File: src/rtl/uart_receiver.sv
`default_nettype none
// ============================================================================
//  Module   : uart_receiver
//  Purpose  : 8N1 UART receiver timed directly from the system clock. The
//             asynchronous RX pin is double-flopped, the start bit is
//             qualified at its centre, each data bit is sampled one bit period
//             later (LSB first), and the stop bit decides between a one-cycle
//             valid strobe and a one-cycle framing-error strobe.
//  Ports    : i_clk       system clock, rising edge
//             i_rst       synchronous reset, active low
//             i_rx        serial line, asynchronous, idles high
//             o_data      last good byte, held until the next good byte
//             o_valid     one-cycle pulse when o_data is updated
//             o_frame_err one-cycle pulse when the stop bit samples 0
//             o_busy      high whenever the receiver is not idle
//  Revision : 1.0  initial release
// ============================================================================
module uart_receiver #(
    parameter int CLKS_PER_BIT = 1250,  // system clocks per bit, >= 4
    parameter int CNT_W        = 11     // 2**CNT_W must exceed CLKS_PER_BIT
) (
    input  logic       i_clk,
    input  logic       i_rst,
    input  logic       i_rx,
    output logic [7:0] o_data,
    output logic       o_valid,
    output logic       o_frame_err,
    output logic       o_busy
);

    // Half a bit after the start edge lands in the middle of the start bit;
    // from there a full bit period lands in the middle of every later bit.
    localparam logic [CNT_W-1:0] c_HALF_LAST = CNT_W'(CLKS_PER_BIT / 2 - 1);
    localparam logic [CNT_W-1:0] c_BIT_LAST  = CNT_W'(CLKS_PER_BIT - 1);
    localparam logic [CNT_W-1:0] c_CNT_ONE   = CNT_W'(1);

    typedef enum logic [2:0] {
        S_IDLE  = 3'd0,
        S_START = 3'd1,
        S_DATA  = 3'd2,
        S_STOP  = 3'd3,
        S_BREAK = 3'd4
    } state_t;

    state_t           state_q;
    logic [CNT_W-1:0] cnt_q;
    logic [2:0]       idx_q;
    logic [7:0]       shift_q;
    logic             rx_meta_q;
    logic             rx_s_q;      // synchronised RX; the only copy decisions use
    logic [7:0]       data_q;
    logic             valid_q;
    logic             frame_err_q;

    always_ff @(posedge i_clk) begin
        if (!i_rst) begin
            state_q     <= S_IDLE;
            cnt_q       <= '0;
            idx_q       <= '0;
            shift_q     <= '0;
            rx_meta_q   <= 1'b1;
            rx_s_q      <= 1'b1;
            data_q      <= '0;
            valid_q     <= 1'b0;
            frame_err_q <= 1'b0;
        end else begin
            rx_meta_q   <= i_rx;
            rx_s_q      <= rx_meta_q;
            // Strobes default low so each can only ever last a single clock.
            valid_q     <= 1'b0;
            frame_err_q <= 1'b0;

            case (state_q)
                S_IDLE: begin
                    if (!rx_s_q) begin
                        state_q <= S_START;
                        cnt_q   <= '0;
                    end
                end

                S_START: begin
                    if (cnt_q == c_HALF_LAST) begin
                        if (!rx_s_q) begin
                            state_q <= S_DATA;
                            cnt_q   <= '0;
                            idx_q   <= '0;
                        end else begin
                            // Line went back high before mid-start: a glitch.
                            state_q <= S_IDLE;
                        end
                    end else begin
                        cnt_q <= cnt_q + c_CNT_ONE;
                    end
                end

                S_DATA: begin
                    if (cnt_q == c_BIT_LAST) begin
                        shift_q[idx_q] <= rx_s_q;
                        cnt_q          <= '0;
                        if (idx_q == 3'd7) begin
                            state_q <= S_STOP;
                        end else begin
                            idx_q <= idx_q + 3'd1;
                        end
                    end else begin
                        cnt_q <= cnt_q + c_CNT_ONE;
                    end
                end

                S_STOP: begin
                    if (cnt_q == c_BIT_LAST) begin
                        cnt_q <= '0;
                        if (rx_s_q) begin
                            data_q  <= shift_q;
                            valid_q <= 1'b1;
                            state_q <= S_IDLE;
                        end else begin
                            frame_err_q <= 1'b1;
                            state_q     <= S_BREAK;
                        end
                    end else begin
                        cnt_q <= cnt_q + c_CNT_ONE;
                    end
                end

                S_BREAK: begin
                    // Wait for the line to return high so a held-low line
                    // cannot be mistaken for a stream of start bits.
                    if (rx_s_q) begin
                        state_q <= S_IDLE;
                    end
                end

                default: begin
                    state_q <= S_IDLE;
                end
            endcase
        end
    end

    assign o_data      = data_q;
    assign o_valid     = valid_q;
    assign o_frame_err = frame_err_q;
    assign o_busy      = (state_q != S_IDLE);

endmodule
`default_nettype wire

File: config.mk
export PLATFORM = sky130hd
export DESIGN_NAME = uart_receiver
export DESIGN_NICKNAME = d
export VERILOG_FILES = /design/src/rtl/uart_receiver.sv
export SDC_FILE = /design/constraint.sdc
export NUM_CORES = 1
export LEC_CHECK = 0
export BUFFER_PORTS_ARGS = -buffer_cell sky130_fd_sc_hd__buf_2
export CORE_UTILIZATION = 61
export CTS_BUF_LIST = sky130_fd_sc_hd__clkbuf_4 sky130_fd_sc_hd__clkbuf_8
export DETAILED_ROUTE_END_ITERATION = 8
export PLACE_DENSITY = 0.81
export SLEW_MARGIN = 10
export SYNTH_ARGS = -nofsm -noshare
export SYNTH_HDL_FRONTEND = slang
export SYNTH_SLANG_ARGS = --single-unit
export TNS_END_PERCENT = 20
File: constraint.sdc
create_clock -name i_clk -period 2.9 [get_ports i_clk]
set_input_delay 0.58 -clock i_clk [delete_from_list [all_inputs] [get_ports i_clk]]
set_output_delay 0.58 -clock i_clk [all_outputs]
set_load 0.005 [all_outputs]
==> impl_metrics.csv <==
group,metric,value,unit
final_layout,fillers,234,
pwr,switching_power,0.2168,mW
timing,finalSetupTns,0,ps
final_layout,layout-drive-gt1-share,0.1396,
yosys,ys.flop_type,"dfxtp_1",
grt,grt_max_degree,17,
detailed_routing,drtIter0Drc,89,
timing,period_minus_slack,2462,ps
timing,period_share,0.8490,
pwr,pwr-share-comb,0.042,
die,die_w,56.67,um
timing,tightest_slew,615.6,ps
detailed_routing,drt_pass1_iterations,6,
yosys,synthesis.nets,218,
hold_path,holdCritPathClass,"in2reg",
final_layout,syn_to_final_growth,8.717,%
critical_path,crit_end,"shift_q[2]$_SDFFE_PN0P_",
timing,hold_violations,0,
yosys,ys_ff_latch,37,
placement,place_inst,245,
clock_tree,clk_latency,360,ps
die,ios,14,
final_layout,antenna_cells,0,
critical_path,cp_data_required_time,3200,ps
pwr,finalPower,0.9244,mW
die,die_h,56.67,um
die,placement_rows,19,
timing,fmax,406.1,MHz
pwr,internal_power,0.7076,mW
run,max-cap-violations,0,
clock_tree,htreeDepth,2,
die,die_area,3211,um^2
clock_tree,cts.repair.resized,0,
pwr,swShare,0.2346,
clock_tree,cts_tree,"built",
yosys,ys_warn_count,0,
detailed_routing,totalWireLength,3.959,mm
clock_tree,postCtsHoldBufs,0,
grt,grt_pass1_wl,6.720,mm
yosys,postSynthAreaPerCell,8.681,um^2
pwr,p_leak,0.8241,nW
timing,rsz0062_at_grt,"false",
clock_tree,cts_sinks,37,
clock_tree,cts_inserted_buffers,5,
grt,antenna_found_initial,0,
timing,maxSlewViolCount,0,
die,initial_utilization,0.6499,
clock_tree,post_cts_buffers,0,
placement,port_buffers,13,
pwr,clockPowerShare,0.398,
critical_path,reg2regPathDepth,5,
yosys,synth.top_cell.area_share,0.4063,
pwr,seq_power_share,0.560,
yosys,synth_top_area_cell,"dfxtp_1",
timing,setup_viol,0,
yosys,synthArstFlopShare,0,
clock_tree,path_clk_slew,120,ps
yosys,syn_area,1823,um^2
grt,grt-ovfl-total,0,
critical_path,crit_type,"reg2reg",
critical_path,end_kind,"flip-flop",
yosys,synth_edf_count,0,
clock_tree,clockBufferDepth,2,
yosys,synth_area_leaders,"dfxtp_1 (41%), mux2i_1 (8.2%), nor2_1 (4.9%), nand2_1 (3.5%), ha_1 (3.4%)",
clock_tree,ctsRootBufferMaster,"clkbuf_4",
pwr,power_density,466.4,nW/um^2
critical_path,reg2reg_to,"shift_q[2]$_SDFFE_PN0P_",
critical_path,regToRegSetupSlack,440,ps
detailed_routing,wire_per_inst,15.65,um
critical_path,r2r-start,"cnt_q[2]$_SDFFE_PN0P_",
yosys,synth_cell_types,46,
placement,place.gp.congestion,0.8544,
timing,fin_skew,11.83,ps
yosys,syn_inst,210,
grt,grt_pass1_vias,1562,
outcome,status,"completed",
pwr,ir_worst_vdd,419.9,uV
yosys,seq_area_frac_synth,0.4063,
final_layout,nNetsFinal,229,
critical_path,cp-startpoint,"cnt_q[2]$_SDFFE_PN0P_",
timing,slew_headroom,0.5858,
detailed_routing,drcViolationCount,0,
critical_path,crit_arrival,2760,ps
final_layout,final_cells,253,
detailed_routing,vias,1599,
detailed_routing,via_per_inst,6.320,
detailed_routing,postRouteAntennaNets,0,
grt,grt_use_total,0.2726,
die,coreArea,2805,um^2
critical_path,startpoint_type,"flip-flop",
placement,dp_hpwl,2.688,mm
critical_path,crit_path_max_fanout,7,
final cells by class:
type | count | area (um^2) | share of cell area
Inverter | 6 | 22.52 | 0.01136
Clock inverter | 3 | 46.29 | 0.02336
Tap cell | 31 | 38.79 | 0.01957
Sequential cell | 37 | 740.7 | 0.3737
Timing Repair Buffer | 17 | 95.09 | 0.04798
Clock buffer | 5 | 37.54 | 0.01894
Multi-Input combinational cell | 154 | 1001 | 0.5051
power by group through the flow:
stage	clock [mW]	combinational (mW)	sequential (mW)
6_report	0.368	0.0388	0.517
4_1_cts	0.371	0.0385	0.517
2_1_floorplan	0	0.0292	0.525
5_1_grt	0.387	0.0423	0.518
3_5_place_dp	0	0.0379	0.529
3_3_place_gp	0	0.0363	0.528
placed cells by master (no fill, tap or decap), types with 7 or more instances in the layout:
cell       n
dfxtp_1   37
nor2_1    24
nand2_1   17
mux2i_1   15
buf_2     13
a21oi_1   10
nand2b_1   8
nor3_1     7
worst min path at each step:
stage	startpoint	to	cells past startpoint
after floorplan	rx_meta_q$_SDFF_PN1_	rx_s_q$_SDFF_PN1_	1
after global routing	i_rx	rx_meta_q$_SDFF_PN1_	2
final	i_rx	rx_meta_q$_SDFF_PN1_	2
after global placement	rx_meta_q$_SDFF_PN1_	rx_s_q$_SDFF_PN1_	1
after CTS	i_rx	rx_meta_q$_SDFF_PN1_	2
after detailed placement	rx_meta_q$_SDFF_PN1_	rx_s_q$_SDFF_PN1_	1
worst max-delay path: stages (launching register included):
cell and delay (ps):
dfxtp_1 380, or3_1 480, or4_4 570, or3_1 490, nor3b_2 250, mux2i_1 220
logic make-up after synthesis:
family,synth area share
DFF,0.4063
xor gates and xnor gates,0.004805
muxes,0.08854
buffers and inverters,0.04461
and+or+nand+nor,0.2711
AOI/OAI and AO/OA,0.1503
adders and majority gates,0.03432
layer usage:
metal	part of all wire	vias to the layer above	GRT usage
met3	0.028	11	0.04839
met1	0.44	771	0.2964
li1	-	783	-
met5	0	-	0
met2	0.51	34	0.4949
met4	0.026	0	0.1500
metrics by stage:
stage | hold slack (ps) | instance area, um^2 | setup WS, ps | util
global route | 419.6 | 1982 | 296.6 | 0.7065
finish | 404.8 | 1982 | 437.8 | 0.7065
detailed placement | 393.6 | 1898 | 469.4 | 0.6766
floorplan | 386.3 | 1823 | 609.9 | -
global placement | 388.4 | 1898 | 589.7 | 0.6766
CTS | 407.9 | 1982 | 460.3 | 0.7065
state kept, by name, summed over array words and instances (netlist names):
register / count
o_valid: 1
state_q: 3
shift_q: 8
rx_meta_q: 1
o_data: 8
o_frame_err: 1
idx_q: 3
rx_s_q: 1
cnt_q: 11
synth_stat cells, types with 2 or more instances:
cell type  number
nand3_1         5
clkbuf_1        9
nand3b_1        4
ha_1            5
a31oi_1         5
a21oi_1        10
inv_1           5
nor4_1          2
nand2_1        17
dfxtp_1        37
buf_2           2
a211o_1         3
nor2_1         24
nand2b_1        8
o21ai_0         5
nor3_1          7
nor3b_1         2
a22oi_1         3
mux2i_1        15
nand4_1         3
nor2b_1         5
o41ai_1         2
nor3b_2         2
o31ai_1         2
and3_1          5
or3_1           3
Note: power is estimated with default switching activity, not from simulation.
